**src/rtl/keypad_entry_ctrl_pkg.sv**
```systemverilog
// Shared types and constants for the microwave keypad entry path.
package oven_pkg;

  localparam int BCD_W      = 4;
  localparam int KEYS       = 10;
  localparam int MAX_DIGITS = 4;

  typedef enum logic [1:0] {
    IDLE         = 2'd0,
    DEBOUNCE     = 2'd1,
    CAPTURE      = 2'd2,
    WAIT_RELEASE = 2'd3
  } state_t;

  // True when exactly one key line is active: clearing the lowest set bit leaves nothing.
  function automatic logic is_onehot10(input logic [KEYS-1:0] v);
    return (v != 10'd0) && ((v & (v - 10'd1)) == 10'd0);
  endfunction

endpackage

```
**src/rtl/keypad_entry_ctrl_if.sv**
```systemverilog
// Keypad entry bus: raw keys and control in, BCD time buffer and strobes out.
interface keypad_entry_ctrl_if;
  import oven_pkg::*;

  logic [KEYS-1:0]  keypad;
  logic             clear;
  logic             lock;
  logic [BCD_W-1:0] min_tens;
  logic [BCD_W-1:0] min_ones;
  logic [BCD_W-1:0] sec_tens;
  logic [BCD_W-1:0] sec_ones;
  logic [BCD_W-1:0] key_bcd;
  logic             digit_stb;
  logic             reject_stb;
  logic [2:0]       digit_count;
  logic             entry_valid;

  // Front panel / timer side.
  modport master (
    output keypad, clear, lock,
    input  min_tens, min_ones, sec_tens, sec_ones, key_bcd,
           digit_stb, reject_stb, digit_count, entry_valid
  );

  // Entry controller side.
  modport slave (
    input  keypad, clear, lock,
    output min_tens, min_ones, sec_tens, sec_ones, key_bcd,
           digit_stb, reject_stb, digit_count, entry_valid
  );

endinterface

```
**src/rtl/keypad_entry_ctrl_enc.sv**
```systemverilog
// One-hot key pattern to BCD digit; anything not exactly one-hot encodes as 0.
module key_onehot_to_bcd
  import oven_pkg::*;
(
  input  logic [KEYS-1:0]  onehot,
  output logic [BCD_W-1:0] bcd
);

  // Table lookup so multi-bit or empty patterns fall through to 0.
  always_comb begin
    bcd = 4'd0;
    case (onehot)
      10'b00_0000_0001: bcd = 4'd0;
      10'b00_0000_0010: bcd = 4'd1;
      10'b00_0000_0100: bcd = 4'd2;
      10'b00_0000_1000: bcd = 4'd3;
      10'b00_0001_0000: bcd = 4'd4;
      10'b00_0010_0000: bcd = 4'd5;
      10'b00_0100_0000: bcd = 4'd6;
      10'b00_1000_0000: bcd = 4'd7;
      10'b01_0000_0000: bcd = 4'd8;
      10'b10_0000_0000: bcd = 4'd9;
      default:          bcd = 4'd0;
    endcase
  end

endmodule

```
**src/rtl/keypad_entry_ctrl.sv**
```systemverilog
// Keypad entry controller: debounces single-key presses and shifts the BCD
// digits right-to-left into an MM:SS cook-time buffer.
module keypad_entry_ctrl
  import oven_pkg::*;
#(
  parameter int DEBOUNCE_CYCLES = 4
) (
  input  logic               clk,
  input  logic               reset,
  keypad_entry_ctrl_if.slave bus
);

  localparam logic [7:0] CNT_LAST  = 8'(DEBOUNCE_CYCLES - 1);
  localparam logic [2:0] DIGIT_MAX = 3'(MAX_DIGITS);

  state_t           state_r;
  logic [KEYS-1:0]  latch_r;
  logic [7:0]       cnt_r;
  logic [BCD_W-1:0] min_tens_r;
  logic [BCD_W-1:0] min_ones_r;
  logic [BCD_W-1:0] sec_tens_r;
  logic [BCD_W-1:0] sec_ones_r;
  logic [BCD_W-1:0] key_bcd_r;
  logic             digit_stb_r;
  logic             reject_stb_r;
  logic [2:0]       digit_count_r;
  logic             entry_valid_r;
  logic [BCD_W-1:0] enc_bcd_s;

  // The encoder always looks at the latched pattern, so the key may already
  // be released by the time the capture happens.
  key_onehot_to_bcd u_enc (
    .onehot (latch_r),
    .bcd    (enc_bcd_s)
  );

  // Entry FSM, debounce counter and digit shift buffer; clear beats lock beats normal flow.
  always_ff @(posedge clk) begin
    if (reset) begin
      state_r       <= IDLE;
      latch_r       <= 10'd0;
      cnt_r         <= 8'd0;
      min_tens_r    <= 4'd0;
      min_ones_r    <= 4'd0;
      sec_tens_r    <= 4'd0;
      sec_ones_r    <= 4'd0;
      key_bcd_r     <= 4'd0;
      digit_stb_r   <= 1'b0;
      reject_stb_r  <= 1'b0;
      digit_count_r <= 3'd0;
      entry_valid_r <= 1'b0;
    end else begin
      digit_stb_r  <= 1'b0;
      reject_stb_r <= 1'b0;
      if (bus.clear) begin
        min_tens_r    <= 4'd0;
        min_ones_r    <= 4'd0;
        sec_tens_r    <= 4'd0;
        sec_ones_r    <= 4'd0;
        key_bcd_r     <= 4'd0;
        digit_count_r <= 3'd0;
        entry_valid_r <= 1'b0;
        state_r       <= bus.lock ? WAIT_RELEASE : IDLE;
      end else if (bus.lock) begin
        // Running oven: freeze entry and demand a fresh press afterwards.
        state_r <= WAIT_RELEASE;
      end else begin
        case (state_r)
          IDLE: begin
            if (is_onehot10(bus.keypad)) begin
              latch_r <= bus.keypad;
              cnt_r   <= 8'd0;
              state_r <= DEBOUNCE;
            end
          end
          DEBOUNCE: begin
            if (bus.keypad == latch_r) begin
              cnt_r <= cnt_r + 8'd1;
              if (cnt_r == CNT_LAST) begin
                state_r <= CAPTURE;
              end
            end else begin
              // Release, bounce or a second key: abandon this press.
              state_r <= IDLE;
            end
          end
          CAPTURE: begin
            key_bcd_r <= enc_bcd_s;
            if (digit_count_r < DIGIT_MAX) begin
              min_tens_r    <= min_ones_r;
              min_ones_r    <= sec_tens_r;
              sec_tens_r    <= sec_ones_r;
              sec_ones_r    <= enc_bcd_s;
              digit_count_r <= digit_count_r + 3'd1;
              entry_valid_r <= 1'b1;
              digit_stb_r   <= 1'b1;
            end else begin
              reject_stb_r <= 1'b1;
            end
            state_r <= WAIT_RELEASE;
          end
          WAIT_RELEASE: begin
            if (bus.keypad == 10'd0) begin
              state_r <= IDLE;
            end
          end
          default: state_r <= IDLE;
        endcase
      end
    end
  end

  assign bus.min_tens    = min_tens_r;
  assign bus.min_ones    = min_ones_r;
  assign bus.sec_tens    = sec_tens_r;
  assign bus.sec_ones    = sec_ones_r;
  assign bus.key_bcd     = key_bcd_r;
  assign bus.digit_stb   = digit_stb_r;
  assign bus.reject_stb  = reject_stb_r;
  assign bus.digit_count = digit_count_r;
  assign bus.entry_valid = entry_valid_r;

endmodule

```
**src/flat_wrapper.sv**
```systemverilog
// flat-port wrapper written by rule: the top's interface ports become plain ports
module keypad_entry_ctrl_flat import oven_pkg::*;
#(
  parameter int DEBOUNCE_CYCLES = 4
)
  (clk, reset, bus_keypad, bus_clear, bus_lock, bus_min_tens, bus_min_ones, bus_sec_tens, bus_sec_ones, bus_key_bcd, bus_digit_stb, bus_reject_stb, bus_digit_count, bus_entry_valid);
  keypad_entry_ctrl_if bus_i ();
  input  logic clk;
  input  logic reset;
  input wire logic [$bits(bus_i.keypad)-1:0] bus_keypad;
  input wire logic [$bits(bus_i.clear)-1:0] bus_clear;
  input wire logic [$bits(bus_i.lock)-1:0] bus_lock;
  output wire logic [$bits(bus_i.min_tens)-1:0] bus_min_tens;
  output wire logic [$bits(bus_i.min_ones)-1:0] bus_min_ones;
  output wire logic [$bits(bus_i.sec_tens)-1:0] bus_sec_tens;
  output wire logic [$bits(bus_i.sec_ones)-1:0] bus_sec_ones;
  output wire logic [$bits(bus_i.key_bcd)-1:0] bus_key_bcd;
  output wire logic [$bits(bus_i.digit_stb)-1:0] bus_digit_stb;
  output wire logic [$bits(bus_i.reject_stb)-1:0] bus_reject_stb;
  output wire logic [$bits(bus_i.digit_count)-1:0] bus_digit_count;
  output wire logic [$bits(bus_i.entry_valid)-1:0] bus_entry_valid;
  assign bus_i.keypad = bus_keypad;
  assign bus_i.clear = bus_clear;
  assign bus_i.lock = bus_lock;
  assign bus_min_tens = bus_i.min_tens;
  assign bus_min_ones = bus_i.min_ones;
  assign bus_sec_tens = bus_i.sec_tens;
  assign bus_sec_ones = bus_i.sec_ones;
  assign bus_key_bcd = bus_i.key_bcd;
  assign bus_digit_stb = bus_i.digit_stb;
  assign bus_reject_stb = bus_i.reject_stb;
  assign bus_digit_count = bus_i.digit_count;
  assign bus_entry_valid = bus_i.entry_valid;
  keypad_entry_ctrl #(.DEBOUNCE_CYCLES(DEBOUNCE_CYCLES)) u_core (.clk(clk), .reset(reset), .bus(bus_i));
endmodule
```
**config.mk**
```make
export PLATFORM = sky130hd
export DESIGN_NAME = keypad_entry_ctrl_flat
export DESIGN_NICKNAME = d
export VERILOG_FILES = /design/src/rtl/keypad_entry_ctrl_pkg.sv /design/src/rtl/keypad_entry_ctrl_if.sv /design/src/rtl/keypad_entry_ctrl_enc.sv /design/src/rtl/keypad_entry_ctrl.sv /design/src/flat_wrapper.sv
export SDC_FILE = /design/constraint.sdc
export NUM_CORES = 1
export LEC_CHECK = 0
export ABC_AREA = 1
export CAP_MARGIN = 25
export CORE_UTILIZATION = 53
export DETAILED_ROUTE_END_ITERATION = 6
export GPL_TIMING_DRIVEN = 0
export PLACE_DENSITY_LB_ADDON = 0.2
export SLEW_MARGIN = 25
export SYNTH_ARGS = -nofsm -noshare
export SYNTH_HDL_FRONTEND = slang
export SYNTH_HIERARCHICAL = 1
export SYNTH_SLANG_ARGS = --single-unit
```
**constraint.sdc**
```tcl
create_clock -name clk -period 1.8 [get_ports clk]
set_input_delay 0.27 -clock clk [delete_from_list [all_inputs] [get_ports clk]]
set_output_delay 0.27 -clock clk [all_outputs]
set_load 0.01 [all_outputs]
```
## Word level (Yosys, flattened, before mapping)

Index checks and enable logic that the tools add are counted.

| storage, ports and cells | value |
|---|---|
| output and inout bits | 26 |
| register bits | 46 |
| input port bits | 14 |
| logic and storage cells | 66 |

| operators by class | value |
|---|---|
| equality and inequality tests | 19 |
| $add $sub $neg | 3 |
| bitwise gates (word level) | 4 |
| reductions and logical operators | 13 |
| muxes and demuxes | 14 |
| order comparisons | 1 |

Operator list:

| kind | number |
|---|---|
| $pmux 4 s9 | 1 |
| $logic_not 10->1 | 2 |
| $mux 8 | 2 |
| $pmux 8 s2 | 1 |
| $mux 2 | 7 |
| $and 10x10->10 | 1 |
| $eq 10x10->1 | 1 |
| $eq 10x10->1 const B | 1 |
| $eq 10x2->1 const B | 1 |
| $eq 10x3->1 const B | 1 |
| $eq 10x4->1 const B | 1 |
| $eq 10x5->1 const B | 1 |
| $eq 10x6->1 const B | 1 |
| $eq 10x7->1 const B | 1 |
| $eq 10x8->1 const B | 1 |
| $eq 10x9->1 const B | 1 |
| $reduce_bool 10->1 | 1 |
| $sub 10x1->10 const B | 1 |
| $add 8x1->8 const B | 1 |
| $eq 8x2->1 const B | 1 |
| $ne 4x3->1 const B | 2 |
| $pmux 2 s4 | 1 |
| $reduce_and 3->1 | 2 |
| $ne 5x5->1 const B | 1 |
| 15 further kinds | 20 |

## Depth between registers and ports, before layout

Gate-level depths: netlist (run 1).

| logic depth | value |
|---|---|
| word-level depth | 8 |
| mapped depth | 14 |
| gate-level depth less buffers | 14 |

## Modules after synthesis

Netlist (run 1), hierarchy kept.

By module, submodules not included:

| module | area an instance (µm²) | seq. area each (µm²) | cells each | times used |
|---|---|---|---|---|
| keypad_entry_ctrl | 2260.9 | 920.9 | 324 | 1 |
| key_onehot_to_bcd | 234.0 | 0.0 | 44 | 1 |

## Worst setup path before layout (run 1)

OpenSTA, ideal clock, no wires.

| timing | value |
|---|---|
| path type | register -> register |
| from | register u_core.latch_r[9] |
| to | register u_core.cnt_r[1] |
| buffers on the path | 0 |
| slack | 0.305 ns |
| library setup time | 0.113 ns |
| clock period less this slack | 1.495 ns |
| data required time | 1.687 ns |
| stages on the path, launching flop included | 14 |
| data arrival time | 1.383 ns |
| cells stage by stage | dfxtp_1 -> inv_1 -> nand2_1 -> nand2_1 -> nor2_1 -> nand3_1 -> nor2_2 -> nor2_1 -> nor2_4 -> nand2_8 -> inv_8 -> nand2_1 -> nand2_1 -> nor2_1 |

| between the ends | value |
|---|---|
| word-level cells in the longest chain between the ends | 3 |

RTL lines:

| item | line | RTL |
|---|---|---|
| start: declaration | keypad_entry_ctrl.sv:17 | `logic [KEYS-1:0] latch_r;` |
| start signal: assignment | keypad_entry_ctrl.sv:71 | `latch_r <= bus.keypad;` |
| $eq 10x10->1 | keypad_entry_ctrl.sv:77 | `if (bus.keypad == latch_r) begin` |
| $ne 2x1->1 (no line) | n/a |  |
| $reduce_and 5->1 (no line) | n/a |  |
| end signal: assignment | keypad_entry_ctrl.sv:78 | `cnt_r <= cnt_r + 8'd1;` |
| end: declaration | keypad_entry_ctrl.sv:18 | `logic [7:0] cnt_r;` |

Every way passes these cells.
A chain may end at the register's enable or synchronous reset.

## Worst setup path after layout (run 1)

| timing | value |
|---|---|
| from | register u_core.latch_r[5] |
| to | register u_core.cnt_r[1] |

Same word-level chain as after synthesis.

==> impl_metrics.env, run 1 <==
export IMPL_post_route_util_pct=68.9
export IMPL_slew_viol_final=0
export IMPL_die_h_um=70.6
export IMPL_cts_sinks=46
export IMPL_root_buffer="clkbuf_8"
export IMPL_post_cts_setup_buffers=0
export IMPL_yosysUniqueCellTypes=27
export IMPL_gp_congestion=0.842
export IMPL_overflow=0
export IMPL_status="finished with violations"
export IMPL_grt_pass1_vias=2095
export IMPL_synth_edff_count=0
export IMPL_worstRegToRegCells=12
export IMPL_drtIter0Drc=189
export IMPL_p_leak_uw=0.00130
export IMPL_synthCells=368
export IMPL_ant_nets=0
export IMPL_cts_buffer_depth=2
export IMPL_ir_drop_mv=0.343
export IMPL_whs_path_depth=3
export IMPL_via_count=2417
export IMPL_critPathRequiredTime_ps=2000
export IMPL_r2r_start="u_core/latch_r[5]"
export IMPL_hold_buffers=0
export IMPL_final_setup_viol_count=0
export IMPL_final_hold_viol_count=0
export IMPL_grt_met3_usage_pct=5.13
export IMPL_die_w_um=70.6
export IMPL_portBuffers=38
export IMPL_violations="DRC"
export IMPL_met1_usage_pct=32.0
export IMPL_cts_reportedPaths_clkPinSlew_ps=90
export IMPL_power_density_nw_per_um2=628
export IMPL_viasPerCell=5.19
export IMPL_wl_per_cell_um=11.9
export IMPL_fin_skew_ps=9.33
export IMPL_antenna_found_initial=0
export IMPL_synth_net_count=384
export IMPL_grt_busiest_layer="met2"
export IMPL_nets=429
export IMPL_cts_made_buffers=5
export IMPL_rows=24
export IMPL_grt_max_degree=17
export IMPL_hold_start="bus_keypad[9]"
export IMPL_yosys_warnings=6
export IMPL_antenna_cells=0
export IMPL_multi_input_area_um2=1370
export IMPL_grtUsageTotal_pct=24.0
export IMPL_final_area_um2=3060
export IMPL_holdWs_ps=361
export IMPL_crit_type="register to register"
export IMPL_grtUsageMet2_pct=39.6
export IMPL_place_area_um2=2940
export IMPL_cp_max_fo=8
export IMPL_start_util_pct=56.1
export IMPL_yosys_most_used_dff="dfxtp_1"
export IMPL_nFillCells=389
export IMPL_max_slew_margin_pct=67.3
export IMPL_clkLatencyLatePin_ps=300
export IMPL_core_area_um2=4440
export IMPL_fin_crit_sh_pct=95.5
export IMPL_period_needed_ps=1720
export IMPL_hp_class="input port to register"
export IMPL_synth_largest_area_cell="dfxtp_1"
export IMPL_cts_tree="done"
export IMPL_synth_area_leaders="dfxtp_1 37%, nor2_1 11%, nand2_1 9.3%, inv_1 5.3%, nand3_1 5.0%"
export IMPL_syn_area_per_cell_um2=6.78
export IMPL_synth_top_area_share_pct=36.9
export IMPL_syn_to_final_growth_pct=22.7
export IMPL_cp_arrival_ps=1920
export IMPL_synth_area_um2=2490
export IMPL_seq_area_frac_synth_pct=36.9
export IMPL_total_power_uw=1920
export IMPL_critical_path_startpoint="u_core/latch_r[5]"
export IMPL_htree_num_levels=2
export IMPL_die_area_um2=4990
export IMPL_grt_pass1_wl_um=9430
export IMPL_fmax_mhz=582
export IMPL_drive_above_1_share_pct=13.5
export IMPL_io_pins=40
export IMPL_drc=8
export IMPL_synth_async_reset_ratio_pct=0
export IMPL_cp_end_kind="register"
export IMPL_wirelength_um=5560
export IMPL_dr_pass1_iters=7
export IMPL_dpl_hpwl_um=4200
export IMPL_cap_violations=0
export IMPL_regArea_um2=923
export IMPL_worst_pin_slew_ps=491
export IMPL_start_kind="register"
export IMPL_ys_seq_elements=46
==> placed cells by master (no fill, tap or decap) <==
cell type / n
nor2_4: 10
inv_1: 34
xnor2_1: 8
nand2_8: 1
dfxtp_2: 2
inv_6: 1
nor3b_1: 1
buf_1: 1
a21oi_2: 5
clkbuf_2: 1
nand2_2: 9
ha_1: 2
dfxtp_1: 44
dlygate4sd2_1: 3
a21oi_1: 17
nor2_1: 74
clkdlybuf4s50_1: 29
clkinvlp_4: 1
dlymetal6s2s_1: 6
nand3_1: 25
clkinv_1: 2
clkbuf_1: 3
nor3_1: 1
nand2_1: 62
clkinv_4: 1
clkbuf_4: 1
inv_8: 1
nor2_2: 7
inv_2: 7
buf_2: 3
xor2_1: 2
clkbuf_8: 5
nand4_1: 9
nand2_4: 1
nand3b_1: 3
o21ai_0: 7
o21ai_1: 25
==> worst paths after layout <==
kind / endpoint / slack, ps
setup / recovery: u_core/cnt_r[1] / 80
hold / removal: u_core/latch_r[9] / 360
setup reg to reg: u_core/cnt_r[1] / 80
hold reg to reg: u_core/bus.key_bcd[0] / 470
==> registers in the layout, indices dropped and copies added, names as in the netlist, 2 cells and up <==
signal                  count
u_core/bus.digit_count      3
u_core/bus.key_bcd          4
u_core/bus.min_ones         4
u_core/bus.min_tens         4
u_core/bus.sec_ones         4
u_core/bus.sec_tens         4
u_core/cnt_r                8
u_core/latch_r             10
u_core/state_r              2
==> final cells by class <==
cell class	instances	area share, %
clock inverters	3	0.817
clock buffers	5	2.25
inverters	44	5.64
flip-flops and latches	46	30.2
repair buffers	38	12.8
multi-input cells	269	44.8
well taps	52	2.13
plain buffers	9	1.39
==> critical path: stages (launching register included) <==
cell and delay (ps):
dfxtp_1 440, xnor2_1 170, nand2_1 120, nor2_4 160, inv_2 50, nor2_2 120, nor2_1 80, nor2_4 140
nand2_8 100, inv_8 90, nand2_1 50, nand2_1 50, nor2_1 40
==> Yosys cell counts, types with 5 or more instances <==
| cell type | number |
|---|---|
| nand2_1 | 62 |
| xnor2_1 | 8 |
| a21oi_1 | 17 |
| inv_1 | 35 |
| nor2_4 | 9 |
| a21oi_2 | 5 |
| dfxtp_1 | 46 |
| nor2_2 | 6 |
| o21ai_0 | 7 |
| inv_2 | 6 |
| nand3_1 | 25 |
| nor2_1 | 76 |
| nand4_1 | 9 |
| nand2_2 | 9 |
| o21ai_1 | 25 |
==> stage by stage <==
stage / setup WS (ps) / TNS (ps) / cells
2_1_floorplan: 305 / 0 / 368
3_3_place_gp: -311 / -5250 / 458
3_5_place_dp: -352 / -6200 / 458
4_1_cts: 23.0 / 0 / 466
5_1_grt: -4.96 / -8.54 / 466
6_report: 80.5 / 0 / 466
==> logic make-up after synthesis <==
family	synth area share (%)
simple gates	38.5
fa+ha+maj	1.00
flops	36.9
xor+xnor	3.51
compound gates	11.6
buf+inv	8.48
==> repair_timing <==
action / CTS / global route
gates resized for setup: 3 / 15
endpoints found under the setup margin: 7 / 25
gates cloned: 0 / 0
==> metal layers <==
metal	up-vias	share of wire, %
met5	-	0
met1	1108	49
met2	47	46
met4	0	0.97
met3	4	3.8
li1	1258	-
==> where the power goes <==
| group | total (uW) | switching [uW] | leakage (uW) | internal (uW) |
|---|---|---|---|---|
| logic | 219 | 137 | 0.000885 | 82.4 |
| registers | 1040 | 13.5 | 0.000373 | 1030 |
| clock network | 661 | 380 | 0.0000447 | 281 |
| total | 1920 | 531 | 0.00130 | 1390 |
Note: power is estimated with default switching activity, not from simulation.
==> run 2, diff against run 1 <==
--- a/config.mk
+++ b/config.mk
@@ -7,8 +7,9 @@
 export LEC_CHECK = 0
 export ABC_AREA = 1
 export CAP_MARGIN = 25
-export CORE_UTILIZATION = 53
+export CORE_UTILIZATION = 60
 export DETAILED_ROUTE_END_ITERATION = 6
+export DONT_BUFFER_PORTS = 1
 export GPL_TIMING_DRIVEN = 0
 export PLACE_DENSITY_LB_ADDON = 0.2
 export SLEW_MARGIN = 25
==> run 2 against run 1 <==
Effect of this change: the flow now finishes without violations; global-route usage rose by 1.2 points; maximum frequency grew 2.7%; die area shrank 11%; routed wire length fell by 5.8%; design area decreased by 13%; critical path depth unchanged; via count is 5.1% lower; worst setup slack gained 45 ps; critical endpoint unchanged.
==> impl_metrics.env, run 2 (synthesis results as in run 1) <==
export IMPL_status="complete, no violations"
export IMPL_min_to="u_core/latch_r[1]"
export IMPL_p_leak_uw=0.00111
export IMPL_cpLargestDelayFamily="simple AND/OR/NAND/NOR gates"
export IMPL_ant_nets=0
export IMPL_die_w_um=66.5
export IMPL_via_count=2293
export IMPL_rsz0062_at_grt="false"
export IMPL_critical_path_startpoint="u_core/latch_r[5]"
export IMPL_final_hold_viol_count=0
export IMPL_cts_reportedPaths_clkPinSlew_ps=90
export IMPL_max_slew_margin_pct=67.1
export IMPL_critPathRequiredTime_ps=2000
export IMPL_hp_class="input port to register"
export IMPL_max_stage_delay_ps=440
export IMPL_r2r_end="u_core/cnt_r[1]"
export IMPL_drc=0
export IMPL_mostFrequentLayoutCells="76 x nor2_1, 62 x nand2_1, 42 x dfxtp_1"
export IMPL_start_util_pct=62.4
export IMPL_core_area_um2=4000
export IMPL_start_kind="register"
export IMPL_die_h_um=66.5
export IMPL_grt_pass1_wl_um=8680
export IMPL_clkLatencyLatePin_ps=300
export IMPL_worst_path_buf_inv=2
export IMPL_final_common_cell="nor2_1"
export IMPL_fin_crit_sh_pct=93.0
export IMPL_drive_above_1_share_pct=14.6
export IMPL_htree_num_levels=2
export IMPL_cp_max_fo=8
export IMPL_final_setup_viol_count=0
export IMPL_grt_pass1_vias=2033
export IMPL_crit_cells=12
export IMPL_power_density_nw_per_um2=698
export IMPL_overflow=0
export IMPL_gp_congestion=0.884
export IMPL_cp_end_kind="register"
export IMPL_ir_drop_mv=0.404
export IMPL_cts_buffer_depth=2
export IMPL_path_cells="xnor2_1 > nand2_1 > nor2_2 > inv_2 > nor2_2 > nor2_1 > nor2_4 > nand2_8 > inv_8 > nand2_1 > nand2_1 > nor2_1"
export IMPL_cts_tree="done"
export IMPL_placed_cells=418
export IMPL_worst_pin_slew_ps=493
export IMPL_worstRegToRegCells=12
export IMPL_period_needed_ps=1670
export IMPL_tns_ps=0
export IMPL_r2r_start="u_core/latch_r[5]"
export IMPL_place_area_um2=2560
export IMPL_fin_skew_ps=5.29
export IMPL_syn_to_final_growth_pct=6.52
export IMPL_crit_type="register to register"
export IMPL_post_cts_setup_buffers=0
export IMPL_dr_pass1_iters=4
export IMPL_drtIter0Drc=154
export IMPL_dpl_hpwl_um=3910
export IMPL_nets=391
export IMPL_cts_sinks=46
export IMPL_largest_reg_flops=10
export IMPL_root_buffer="clkbuf_8"
export IMPL_fmax_mhz=597
export IMPL_wl_per_cell_um=12.3
export IMPL_whs_path_depth=2
export IMPL_regMostFlops="u_core/latch_r"
export IMPL_io_pins=40
export IMPL_die_area_um2=4420
export IMPL_viasPerCell=5.38
export IMPL_portBuffers=0
export IMPL_hold_start="bus_keypad[1]"
export IMPL_antenna_cells=0
export IMPL_critPathMostFrequentCell="nand2_1"
export IMPL_wirelength_um=5240
export IMPL_cts_made_buffers=5
export IMPL_cap_violations=0
export IMPL_cp_slowest_cell="dfxtp_1"
export IMPL_r2r_slack_ps=130
export IMPL_reg_top3="u_core/latch_r: 10 flops, u_core/cnt_r: 8 flops"
export IMPL_cp_arrival_ps=1870
export IMPL_grtUsageTotal_pct=25.2
export IMPL_grt_max_degree=17
export IMPL_final_area_um2=2660
export IMPL_antenna_found_initial=0
export IMPL_finalNonFillerCells=426
export IMPL_slew_viol_final=0
export IMPL_rows=23
-- run 2: metrics by stage --
| step | setup WS, ps | power (uW) | util (%) | hold slack, ps |
|---|---|---|---|---|
| after detailed placement | 69.1 | 1230 | 63.9 | 461 |
| after global routing | 19.3 | 1940 | 66.4 | 144 |
| final | 126 | 1850 | 66.4 | 147 |
| after floorplan | 305 | 1200 | - | 443 |
| after CTS | 68.6 | 1870 | 66.3 | 141 |
| after global placement | 132 | 1230 | 63.9 | 451 |
-- run 2: worst max path at each step --
stage                                 end  slack, ps
after floorplan           u_core/cnt_r[1]        300
after global placement    u_core/cnt_r[1]        130
after detailed placement  u_core/cnt_r[1]         70
after CTS                 u_core/cnt_r[1]         70
after global routing      u_core/cnt_r[1]         20
final                     u_core/cnt_r[1]        130
-- run 2: final cells by class --
| type | instances | area [um2] |
|---|---|---|
| multi-input cells | 269 | 1360 |
| fillers | 347 | 1340 |
| flip-flops and latches | 46 | 926 |
| inverters | 44 | 173 |
| clock buffers | 5 | 68.8 |
| well taps | 50 | 62.6 |
| plain buffers | 9 | 40.0 |
| clock inverters | 3 | 25.0 |
-- run 2: timing repair --
action | CTS | global route
gates resized for setup | 0 | 6
endpoints found under the setup margin | 0 | 12
hold buffers | 0 | 0
-- run 2: report_power, final --
group          internal, uW  switching (uW)
logic                  51.0             107
registers              1030            18.6
clock network           280             366
-- run 2: per-layer routing --
metal / GRT usage, % / up-vias / routed length (um)
met5: 0 / - / 0
met4: 8.78 / 0 / 49
met3: 4.79 / 5 / 254
met2: 42.9 / 58 / 2460
met1: 31.6 / 1050 / 2470
li1: - / 1180 / -
==> run 3, diff against run 2 <==
--- a/config.mk
+++ b/config.mk
@@ -8,6 +8,7 @@
 export ABC_AREA = 1
 export CAP_MARGIN = 25
 export CORE_UTILIZATION = 60
+export CTS_CLUSTER_DIAMETER = 150
 export DETAILED_ROUTE_END_ITERATION = 6
 export DONT_BUFFER_PORTS = 1
 export GPL_TIMING_DRIVEN = 0
==> constraint.sdc (replaced) <==
create_clock -name clk -period 1.8 [get_ports clk]
set_input_delay 0.36 -clock clk [delete_from_list [all_inputs] [get_ports clk]]
set_output_delay 0.36 -clock clk [all_outputs]
set_load 0.01 [all_outputs]
==> results of run 3 <==
The final DEF is identical to that of run 2. Status: complete, no violations.
Main changes from that run: hold slack 147 ps -> 237 ps
